[src/rtl/cpu_csr_pkg.sv]
// Shared CSR address map, counter bit indices and mask helper for the counter unit.
// Latency: n/a (constants and a constant function only).
// Backpressure: n/a.
package cpu_csr_pkg;

  // User read-only views: low half at C00+N, high half at C80+N
  localparam logic [11:0] CSR_CYCLE         = 12'hC00;
  localparam logic [11:0] CSR_TIME          = 12'hC01;
  localparam logic [11:0] CSR_INSTRET       = 12'hC02;
  localparam logic [11:0] CSR_CYCLEH        = 12'hC80;

  // Machine writable views: low half at B00+N, high half at B80+N
  localparam logic [11:0] CSR_MCYCLE        = 12'hB00;
  localparam logic [11:0] CSR_MINSTRET      = 12'hB02;
  localparam logic [11:0] CSR_MCYCLEH       = 12'hB80;

  localparam logic [11:0] CSR_SCOUNTEREN    = 12'h106;
  localparam logic [11:0] CSR_MCOUNTINHIBIT = 12'h320;
  localparam logic [11:0] CSR_MHPMEVENT3    = 12'h323;

  // Ignoring bit 7 (low/high) and bits 4:0 (counter index) of a counter address
  localparam logic [11:0] CSR_CNT_MASK      = 12'hF60;
  // Ignoring bits 4:0 of the 0x320 block
  localparam logic [11:0] CSR_BLK_MASK      = 12'hFE0;

  // Bit positions shared by mcountinhibit, scounteren and the counter index
  localparam int IDX_CY  = 0;
  localparam int IDX_TM  = 1;
  localparam int IDX_IR  = 2;
  localparam int IDX_HPM = 3;

  localparam int MAX_HPM = 29;

  // Writable bits of mcountinhibit: cycle, instret and the implemented HPMs
  function automatic logic [31:0] cnt_mask(input int hpm);
    logic [31:0] m;
    m = 32'h0;
    m[IDX_CY] = 1'b1;
    m[IDX_IR] = 1'b1;
    for (int i = 0; i < hpm; i++) begin
      m[IDX_HPM + i] = 1'b1;
    end
    return m;
  endfunction

endpackage

[src/rtl/cpu_csr_counter.sv]
// One W-bit counter with independent low/high half write enables.
// Latency: write or increment visible one cycle after the sampling clk edge.
// Backpressure: none; a write in the same cycle drops that cycle's increment.
module cpu_csr_counter #(
  parameter int W = 64
) (
  input  logic         clk,
  input  logic         rst_n,
  input  logic         i_inc,
  input  logic         i_wr_lo,
  input  logic         i_wr_hi,
  input  logic [31:0]  i_wdat,
  output logic [W-1:0] o_cnt
);

  logic [W-1:0] r_cnt;

  // Half writes take priority over the increment and preserve the other half
  always_ff @(posedge clk or negedge rst_n) begin
    if (!rst_n) begin
      r_cnt <= '0;
    end else if (i_wr_lo) begin
      r_cnt[31:0] <= i_wdat;
    end else if (i_wr_hi) begin
      r_cnt[W-1:32] <= i_wdat[W-33:0];
    end else if (i_inc) begin
      r_cnt <= r_cnt + W'(1);
    end
  end

  assign o_cnt = r_cnt;

endmodule

[src/rtl/cpu_csr_counters.sv]
// Counter/timer CSR unit: cycle, time, instret and HPM counters; build HPMs with CPU_CSR_HPM_EN.
// Latency: reads combinational from addr; writes and counts visible the cycle after the clk edge.
// Backpressure: none; illegal accesses read 0 and suppress the write.
module cpu_csr_counters
  import cpu_csr_pkg::*;
#(
  parameter int HPM_COUNT   = 4,
  parameter int CNT_WIDTH   = 64,
  parameter int EVENT_COUNT = 8
) (
  input  logic                   clk,
  input  logic                   rst_n,
  input  logic [11:0]            addr,
  input  logic [31:0]            data_in,
  input  logic                   wr,
  input  logic                   priv_user,
  output logic [31:0]            data_out,
  output logic                   hit,
  output logic                   illegal,
  input  logic                   inst_tick,
  input  logic                   timer_tick,
  input  logic [EVENT_COUNT-1:0] events
);

`ifdef CPU_CSR_HPM_EN
  localparam int HPM_EFF = HPM_COUNT;
`else
  localparam int HPM_EFF = 0;
`endif
  localparam int          NCNT      = IDX_HPM + HPM_EFF;
  localparam logic [31:0] INH_MASK  = cnt_mask(HPM_EFF);
  localparam logic [31:0] SCEN_MASK = INH_MASK | (32'h1 << IDX_TM);
  // Address range is decoded from HPM_COUNT even when HPMs are not built
  localparam logic [5:0]  IDX_END   = 6'(IDX_HPM + HPM_COUNT);

  logic [4:0]           w_idx;
  logic                 w_idx_ok;
  logic                 w_c_hit, w_b_hit, w_inh_hit, w_evt_hit, w_scen_hit;
  logic                 w_illegal, w_wr_ok, w_wr_lo_en, w_wr_hi_en;
  logic [31:0]          w_rdata;
  logic [63:0]          w_ext;
  logic [CNT_WIDTH-1:0] w_cnt [32];
  logic [4:0]           w_evt_sel [32];
  logic [31:0]          r_inh, r_scen;
  logic                 r_inst_prev, r_timer_prev;

  // Address decode
  assign w_idx      = addr[4:0];
  assign w_idx_ok   = ({1'b0, w_idx} < IDX_END);
  assign w_c_hit    = ((addr & CSR_CNT_MASK) == CSR_CYCLE) && w_idx_ok;
  assign w_b_hit    = ((addr & CSR_CNT_MASK) == CSR_MCYCLE) && w_idx_ok
                      && (w_idx != 5'(IDX_TM));
  assign w_inh_hit  = (addr == CSR_MCOUNTINHIBIT);
  assign w_evt_hit  = ((addr & CSR_BLK_MASK) == CSR_MCOUNTINHIBIT)
                      && (w_idx >= 5'(IDX_HPM)) && w_idx_ok;
  assign w_scen_hit = (addr == CSR_SCOUNTEREN);

  assign hit = w_c_hit | w_b_hit | w_inh_hit | w_evt_hit | w_scen_hit;

  // C-range is never writable; user mode only reaches C-range counters enabled in scounteren
  assign w_illegal = (wr & w_c_hit)
                   | (priv_user & (w_b_hit | w_inh_hit | w_evt_hit | w_scen_hit))
                   | (priv_user & w_c_hit & ~r_scen[w_idx]);
  assign illegal    = w_illegal;
  assign w_wr_ok    = wr & ~w_illegal;
  assign w_wr_lo_en = w_wr_ok & w_b_hit & ~addr[7];
  assign w_wr_hi_en = w_wr_ok & w_b_hit &  addr[7];

  // Read mux; high halves return bits above 31 zero-extended
  always_comb begin
    w_rdata = 32'h0;
    w_ext   = 64'(w_cnt[w_idx]);
    if (w_c_hit || w_b_hit) begin
      w_rdata = addr[7] ? w_ext[63:32] : w_ext[31:0];
    end else if (w_inh_hit) begin
      w_rdata = r_inh;
    end else if (w_scen_hit) begin
      w_rdata = r_scen;
    end else if (w_evt_hit) begin
      w_rdata = 32'(w_evt_sel[w_idx]);
    end
  end

  assign data_out = w_illegal ? 32'h0 : w_rdata;

  // Control registers keep only their implemented bits
  always_ff @(posedge clk or negedge rst_n) begin
    if (!rst_n) begin
      r_inh  <= '0;
      r_scen <= '0;
    end else if (w_wr_ok && w_inh_hit) begin
      r_inh  <= data_in & INH_MASK;
    end else if (w_wr_ok && w_scen_hit) begin
      r_scen <= data_in & SCEN_MASK;
    end
  end

  // Previous samples for rising-edge detection of the tick levels
  always_ff @(posedge clk or negedge rst_n) begin
    if (!rst_n) begin
      r_inst_prev  <= 1'b0;
      r_timer_prev <= 1'b0;
    end else begin
      r_inst_prev  <= inst_tick;
      r_timer_prev <= timer_tick;
    end
  end

  cpu_csr_counter #(.W(CNT_WIDTH)) u_cycle (
    .clk     (clk),
    .rst_n   (rst_n),
    .i_inc   (~r_inh[IDX_CY]),
    .i_wr_lo (w_wr_lo_en && (w_idx == 5'(IDX_CY))),
    .i_wr_hi (w_wr_hi_en && (w_idx == 5'(IDX_CY))),
    .i_wdat  (data_in),
    .o_cnt   (w_cnt[IDX_CY])
  );

  // time has no machine write view
  cpu_csr_counter #(.W(CNT_WIDTH)) u_time (
    .clk     (clk),
    .rst_n   (rst_n),
    .i_inc   (timer_tick & ~r_timer_prev),
    .i_wr_lo (1'b0),
    .i_wr_hi (1'b0),
    .i_wdat  (data_in),
    .o_cnt   (w_cnt[IDX_TM])
  );

  cpu_csr_counter #(.W(CNT_WIDTH)) u_instret (
    .clk     (clk),
    .rst_n   (rst_n),
    .i_inc   (inst_tick & ~r_inst_prev & ~r_inh[IDX_IR]),
    .i_wr_lo (w_wr_lo_en && (w_idx == 5'(IDX_IR))),
    .i_wr_hi (w_wr_hi_en && (w_idx == 5'(IDX_IR))),
    .i_wdat  (data_in),
    .o_cnt   (w_cnt[IDX_IR])
  );

  assign w_evt_sel[IDX_CY] = '0;
  assign w_evt_sel[IDX_TM] = '0;
  assign w_evt_sel[IDX_IR] = '0;

`ifdef CPU_CSR_HPM_EN
  logic [EVENT_COUNT-1:0] r_evt_prev;
  logic [31:0]            w_evt_vec;

  // Previous samples for rising-edge detection of the event levels
  always_ff @(posedge clk or negedge rst_n) begin
    if (!rst_n) begin
      r_evt_prev <= '0;
    end else begin
      r_evt_prev <= events;
    end
  end

  // Bit k holds the edge of events[k-1]; bit 0 and unused selectors stay 0
  assign w_evt_vec = 32'({events & ~r_evt_prev, 1'b0});

  for (genvar n = IDX_HPM; n < 32; n++) begin : g_hpm
    if (n < NCNT) begin : g_impl
      logic [4:0] r_sel;

      // mhpmevent selector, 5 bits stored
      always_ff @(posedge clk or negedge rst_n) begin
        if (!rst_n) begin
          r_sel <= '0;
        end else if (w_wr_ok && w_evt_hit && (w_idx == 5'(n))) begin
          r_sel <= data_in[4:0];
        end
      end

      assign w_evt_sel[n] = r_sel;

      cpu_csr_counter #(.W(CNT_WIDTH)) u_hpm (
        .clk     (clk),
        .rst_n   (rst_n),
        .i_inc   (w_evt_vec[r_sel] & ~r_inh[n]),
        .i_wr_lo (w_wr_lo_en && (w_idx == 5'(n))),
        .i_wr_hi (w_wr_hi_en && (w_idx == 5'(n))),
        .i_wdat  (data_in),
        .o_cnt   (w_cnt[n])
      );
    end else begin : g_none
      assign w_cnt[n]     = '0;
      assign w_evt_sel[n] = '0;
    end
  end
`else
  logic w_unused_events;
  assign w_unused_events = ^events;

  for (genvar n = IDX_HPM; n < 32; n++) begin : g_hpm
    assign w_cnt[n]     = '0;
    assign w_evt_sel[n] = '0;
  end
`endif

endmodule

[config.mk]
export PLATFORM = sky130hd
export DESIGN_NAME = cpu_csr_counters
export DESIGN_NICKNAME = d
export VERILOG_FILES = /design/src/rtl/cpu_csr_pkg.sv /design/src/rtl/cpu_csr_counter.sv /design/src/rtl/cpu_csr_counters.sv
export SDC_FILE = /design/constraint.sdc
export NUM_CORES = 1
export LEC_CHECK = 0
export CAP_MARGIN = 40
export CORE_ASPECT_RATIO = 0.75
export CORE_MARGIN = 5
export CORE_UTILIZATION = 50
export DETAILED_ROUTE_END_ITERATION = 7
export PLACE_DENSITY = 0.7
export SETUP_SLACK_MARGIN = 0.5
export SYNTH_ARGS = -nofsm -noshare
export SYNTH_HDL_FRONTEND = slang
export SYNTH_SLANG_ARGS = --single-unit
[constraint.sdc]
create_clock -name clk -period 3.3 [get_ports clk]
set_input_delay 0.66 -clock clk [delete_from_list [all_inputs] [get_ports clk]]
set_output_delay 0.66 -clock clk [all_outputs]
set_load 0.01 [all_outputs]
==> results of run 1 <==
-- critical path, delay by kind of cell --
family,cells,cell delay (ns)
AND/OR/NAND/NOR,1,0.16
buffers and inverters,6,1.20
AO/OA/AOI/OAI,4,0.79
-- what timing repair did --
action                                  CTS  global route
buffers inserted                          5             5
endpoints found under the setup margin   34            45
resized for setup                       163            17
cloned                                    3             0
pin swaps                                 4             5
-- cell usage in the layout, fill, tap and decap left out, types with 15 or more instances in the layout --
master,n
buf_12,15
nor4_1,25
and4_1,16
nand3_1,90
clkdlybuf4s50_1,39
mux2i_1,67
nand2_1,205
o211ai_1,29
buf_2,29
and3_1,34
buf_4,131
a21oi_1,79
o21ai_0,119
clkbuf_16,17
nor2_1,103
inv_1,31
dfrtp_1,199
o22ai_1,25
o211a_1,30
nand4_1,51
xor2_1,41
nor3_1,53
xnor2_1,80
-- worst min-delay path by stage --
stage                          end  slack, ns  cells after the start
2_1_floorplan             r_inh[0]       0.36                      0
3_3_place_gp      u_time.o_cnt[54]       0.48                      1
3_5_place_dp      u_time.o_cnt[46]       0.48                      1
4_1_cts        u_instret.o_cnt[27]       0.25                      1
5_1_grt        u_instret.o_cnt[28]       0.28                      1
6_report       u_instret.o_cnt[28]       0.21                      1
-- final cells by class --
| type | instances | area (um2) | share of cell area, % |
|---|---|---|---|
| Multi-Input combinational cell | 1202 | 7520 | 47.9 |
| Sequential cell | 199 | 4980 | 31.7 |
| Timing Repair Buffer | 234 | 2100 | 13.4 |
| Clock buffer | 17 | 425 | 2.71 |
| Tap cell | 338 | 423 | 2.69 |
| Clock inverter | 13 | 136 | 0.869 |
| Inverter | 31 | 116 | 0.742 |
-- routing by layer --
layer	GRT usage, %	share of wire, %	vias to the layer above
met1	51.2	43	6443
met3	8.06	11	112
met4	12.1	3.8	0
met5	0	0	-
li1	-	-	5901
met2	49.3	42	808
-- cells by family (layout without fill, tap and decap cells) --
logic type / Yosys count / in the layout / share of synthesized area, %
flops: 199 / 199 / 38.7
mux: 73 / 73 / 5.73
fa+ha+maj: 4 / 4 / 0.369
simple gates: 652 / 652 / 25.8
xor+xnor: 121 / 121 / 8.23
compound gates: 352 / 352 / 17.4
buf+inv: 123 / 295 / 3.84
-- power groups by stage --
stage / clock (mW) / sequential (mW) / combinational, mW
6_report: 2.11 / 2.74 / 0.779
2_1_floorplan: 0 / 2.71 / 0.361
3_5_place_dp: 0 / 2.78 / 0.745
4_1_cts: 2.12 / 2.73 / 0.753
5_1_grt: 2.22 / 2.76 / 0.830
3_3_place_gp: 0 / 2.78 / 0.737
-- per-stage QoR --
stage | setup WS, ns | hold slack, ns | util [%]
global placement | -0.771 | 0.476 | 59.6
global route | -0.224 | 0.280 | 62.4
finish | -0.184 | 0.211 | 62.4
CTS | -0.271 | 0.254 | 62.0
detailed placement | -0.792 | 0.483 | 59.6
floorplan | 0.154 | 0.364 | -
-- flip-flops by register name, indices dropped and copies added (netlist names) --
name / cells
r_timer_prev: 1
u_cycle.o_cnt: 64
r_scen: 3
r_inh: 2
u_instret.o_cnt: 64
r_inst_prev: 1
u_time.o_cnt: 64
-- synth_stat cells (all sizes together) (3+ instances only) --
cell type and count:
nand3b 5, o21ai 120, nor3 56, o22ai 26, a31oi 7, nor2 105
or3 11, nor4 37, a311oi 4, mux2 6, inv 31, o211a 31
ha 3, o221ai 6, xor2 41, nand4 52, a22oi 6, nor3b 3
or2 3, dfrtp 199, o211ai 29, clkbuf 68, and2 8, nand3 92
a2bb2oi 6, and4 16, or3b 3, nand2b 8, mux2i 67, and3 35
buf 24, xnor2 80, a21oi 81, nand2 207, a211oi 12, o32ai 7
nor4b 5
==> out/results.tsv, run 1 <==
metric	value	unit
io_buffers	83	
grt_max_degree	81	
cts_root_buf	clkbuf_16	
p_sw	1.71	mW
num_rows	50	
ant_nets	0	
grt_pass1_vias	12203	
ioPinCount	92	
dieArea	29100	um2
placed_area	15000	um2
coreArea	25100	um2
total_power	5.63	mW
setup_slack	-0.184	ns
dp.cells	1991	
worstSetupPathType	input port to primary output	
start_kind	input port	
via_per_inst	6.52	
drtIter0Drc	1737	
syn_inst	1524	
syn_area_per_cell	8.45	um2
drc_errors	0	
synth_edf_count	0	
fin_area	15700	um2
crit_fanout	7	
ff2ff_path_depth	6	
routedWlPerCell	25.1	um
hp-class	input port to async pin	
floorplan.die.height	149	um
cts_sinks	199	
antenna_found_initial	0	
tritoncts	yes	
outcome	finished, violations left	
switching_share	30.3	%
rsz0062_at_grt	true	
path_clk_slew	0.08	ns
r2r_end	u_instret.o_cnt[43]	
yosys_warnings	0	
cpPeakStageDelay	0.42	ns
cp-startpoint	addr[5]	
setup_violations	30	
dr_total_vias	13264	
initial_utilization	51.2	%
max_cap_violations	0	
fp.dieW	195	um
power_frac_comb	13.8	%
clockPowerShare	37.5	%
syn_to_final_growth	21.8	%
p_leak	6.87	nW
numCtsBuffers	17	
diodes	0	
ys_types	66	
r2r_slack	0.63	ns
critPathSlowestCell	clkdlybuf4s50_1	
yosysTopAreaCellShare	38.7	%
fin_nets	1746	
timing.rr.start	u_instret.o_cnt[4]	
internal_power	3.93	mW
required	2.64	ns
synthArstFlopShare	100	%
drive_above_1_share	15.9	%
place.detailed.hpwl	37700	um
cp.arrival	2.82	ns
grtUsageTotal	34.5	%
wl	51000	um
synth_area	12900	um2
max_freq	287	MHz
power.density	359	nW/um2
clock_latency	0.45	ns
fin_skew	0.0103	ns
peakVddDrop	395	uV
synth_top_cells_by_area	dfrtp_1, nand2_1, xnor2_1, mux2i_1, o21ai_0	
synthFlopType	dfrtp_1	
period_needed	3.48	ns
syn-num-nets	1585	
worst_pin_slew	0.881	ns
post-route-period-util	106	%
finalMaxSlewViolations	0	
violations	negative setup slack	
stdcell_count	2034	
synth_top_area_cell	dfrtp_1	
routabilityCongestion	1.02	
grt_pass1_wl	76700	um
ys_ff_latch	199	
yosysSeqAreaShare	38.7	%
hold_violations	0	
relSlewSlack	41.2	%
cp_common_cell	buf_4	
setup_tns	-4.27	ns
cp_cell_sequence	clkdlybuf4s50_1 > buf_4 > nand3b_1 > a211oi_1 > buf_4 > a2bb2oi_4 > o211a_4 > buf_12 > buf_16 > o211a_1 > buf_2	
num-fill-cells	2217	
worstSetupEndpoint	data_out[22]	
grt_remaining_overflow	0	
hold_buffers	0	
htree_levels	4	
endpoint_kind	primary output	
drt_first_pass_iters	6	
seqPwrFrac	48.7	%
clockBufferDepth	2	
No activity file was read; power rests on OpenSTA's default activity.
==> inputs of run 2 (changes only) <==
--- a/config.mk
+++ b/config.mk
@@ -5,13 +5,15 @@
 export SDC_FILE = /design/constraint.sdc
 export NUM_CORES = 1
 export LEC_CHECK = 0
+export ABC_AREA = 1
 export CAP_MARGIN = 40
 export CORE_ASPECT_RATIO = 0.75
 export CORE_MARGIN = 5
 export CORE_UTILIZATION = 50
 export DETAILED_ROUTE_END_ITERATION = 7
-export PLACE_DENSITY = 0.7
-export SETUP_SLACK_MARGIN = 0.5
+export PLACE_DENSITY = 0.69
+export RECOVER_POWER = 25
+export SETUP_SLACK_MARGIN = 0.4
 export SYNTH_ARGS = -nofsm -noshare
 export SYNTH_HDL_FRONTEND = slang
 export SYNTH_SLANG_ARGS = --single-unit
==> run 2 against run 1 <==
The run ends with max-capacitance violations, max-slew violations left. Non-clock buffer count increased by 21. Critical endpoint is now data_out[3]. Maximum frequency increased by 17%. Total power increased by 6.1%. Register-to-register slack got worse by 0.11 ns.
==> out/results.tsv, run 2 <==
metric	value	unit
drive_above_1_share	12.5	%
power.density	304	nW/um2
required	2.64	ns
peakVddDrop	274	uV
floorplan.die.height	165	um
grt_max_degree	69	
utilization	62.4	%
dieArea	35900	um2
cts_root_buf	clkbuf_16	
synth_common_cells	nand2_1, inv_1, dfrtp_1	
internal_power	4.02	mW
fin_nets	2735	
clock_latency	0.47	ns
fin_area	19700	um2
routabilityCongestion	1.11	
synth_adder_area_share	0.233	%
placed_area	18200	um2
setup_violations	0	
drc_errors	0	
yosysMostFrequentCell	nand2_1	
place.detailed.hpwl	59700	um
violations	max-capacitance violations, max-slew violations	
crit_fanout	7	
r2r_end	u_cycle.o_cnt[62]	
coreArea	31500	um2
dp.cells	3031	
synth_area	16100	um2
seqPwrFrac	45.7	%
synth_compound_area_share	5.63	%
drtIter0Drc	3313	
rsz0062_at_grt	true	
synth_top_area_cell	dfrtp_1	
ff2ff_path_depth	16	
wl	78800	um
power_frac_comb	15.9	%
routedWlPerCell	25.5	um
antenna_found_initial	1	
start_kind	input port	
numCtsBuffers	17	
final_cell_mix	nand2_1, inv_1, dfrtp_1, nand4_1, nor2_1	
ys_ff_latch	199	
yosysSeqAreaShare	31.0	%
layout_commonest_cell	nand2_1	
worstSetupPathType	input port to primary output	
endpoint_kind	primary output	
finalMaxSlewViolations	66	
yosys.area_share.simple	44.7	%
max_cap_violations	1	
hp-class	flop to flop	
cp-startpoint	addr[5]	
total_power	5.98	mW
syn_area_per_cell	6.40	um2
yosys_warnings	0	
cts_sinks	199	
min_from	u_time.o_cnt[40]	
relSlewSlack	-29.7	%
grt_pass1_vias	17207	
synthFlopType	dfrtp_1	
synth_top_family_by_area	simple AND/OR/NAND/NOR gates	
synthXorXnorAreaFrac	10.1	%
ant_nets	0	
r2r_slack	0.52	ns
hold_violations	0	
syn-num-nets	2574	
initial_utilization	51.0	%
io_buffers	83	
min_to	u_time.o_cnt[40]	
synth_edf_count	0	
worst_pin_slew	1.95	ns
post-route-period-util	89.9	%
min_path_cells	1	
p_leak	9.43	nW
synth_top_cells_by_area	dfrtp_1, nand2_1, xor2_1, nand4_1, inv_1	
cp.arrival	2.31	ns
grt_pass1_wl	112000	um
p_sw	1.96	mW
tritoncts	yes	
ioPinCount	92	
stdcell_count	3093	
clockBufferDepth	2	
grt_remaining_overflow	0	
hold_buffers	0	
fp.dieW	217	um
yosysTopAreaCellShare	31.0	%
clockPowerShare	38.3	%
grtUsageTotal	42.2	%
ys_types	41	
period_needed	2.97	ns
syn_to_final_growth	22.3	%
outcome	finished, violations left	
switching_share	32.8	%
whs	0.482	ns
num_rows	56	
htree_levels	4	
dr_total_vias	19302	
syn_inst	2513	
drt_first_pass_iters	7	
via_per_inst	6.24	
timing.rr.start	u_cycle.o_cnt[0]	
muxShareOfSynthArea	0.0700	%
max_freq	337	MHz
synthArstFlopShare	100	%
path_clk_slew	0.08	ns
fin_skew	0.0136	ns
-- run 2: cell types whose count changed after synthesis, moves of 50 or more --
cell	before	now
nand2_1	207	1075
inv_1	31	212
nand4_1	51	181
xor2_1	41	156
o21ai_0	119	25
nor2_1	105	182
a21oi_1	79	4
mux2i_1	67	0
xnor2_1	80	30
-- run 2: per-layer routing --
metal	vias to the layer above	share of wire, %	global-route usage, %
li1	8488	-	-
met3	276	17	17.8
met1	8941	39	58.8
met4	4	5.6	19.1
met2	1593	38	56.4
met5	-	0.065	0.694
-- run 2: layout make-up --
class | instances | area (um2)
fill | 2940 | 11900
sequential | 199 | 4980
multi-input combinational | 1985 | 10100
timing repair buffer | 255 | 2610
tap | 406 | 508
inverter | 216 | 811
clock buffer | 17 | 425
antenna | 1 | 2.50
clock inverter | 14 | 183
-- run 2: power groups by stage --
stage / combinational (mW) / clock (mW) / sequential, mW
after global routing: 1.02 / 2.41 / 2.73
after floorplan: 0.495 / 0 / 2.68
final: 0.952 / 2.29 / 2.73
after CTS: 0.895 / 2.30 / 2.71
after detailed placement: 0.876 / 0 / 2.76
after global placement: 0.855 / 0 / 2.75
-- run 2: how the worst max path moves through the flow --
stage | to | slack (ns) | depth (start not counted)
final | data_out[3] | 0.33 | 12
after global routing | u_instret.o_cnt[30] | 0.27 | 2
after CTS | u_cycle.o_cnt[41] | 0.39 | 22
after detailed placement | data_out[23] | -0.58 | 11
after global placement | data_out[23] | -0.58 | 11
after floorplan | data_out[11] | 0.37 | 9
-- run 2: kinds of logic (layout without fill, tap and decap cells) --
logic type      count (synthesis)  count (layout)
compound gates                126             126
flops                         199             199
other cells                     0               1
mux                             1               1
fa+ha+maj                       3               3
buf+inv                       329             502
xor+xnor                      186             186
simple gates                 1669            1669
-- run 2: repair_timing --
action,4_1_cts,5_1_grt
buffers inserted,15,3
hold endpoints to repair,0,0
endpoints found under the setup margin,34,163
cloned,6,6
pin swaps,33,27
resized for setup,266,57
-- run 2: critical path, stage by stage --
cell,delay [ns]
clkdlybuf4s15_2,0.21
nor2_2,0.10
nand2_1,0.07
nor2_2,0.12
nand3_2,0.12
buf_6,0.14
nand2_4,0.08
nand2_8,0.10
buf_12,0.17
buf_8,0.13
a211oi_4,0.22
buf_2,0.18
-- run 2: metrics by stage --
step / setup WS, ns / setup TNS [ns]
after floorplan: 0.373 / 0
after global placement: -0.584 / -13.14
after detailed placement: -0.584 / -13.29
after CTS: 0.388 / 0
after global routing: 0.275 / 0
final: 0.334 / 0
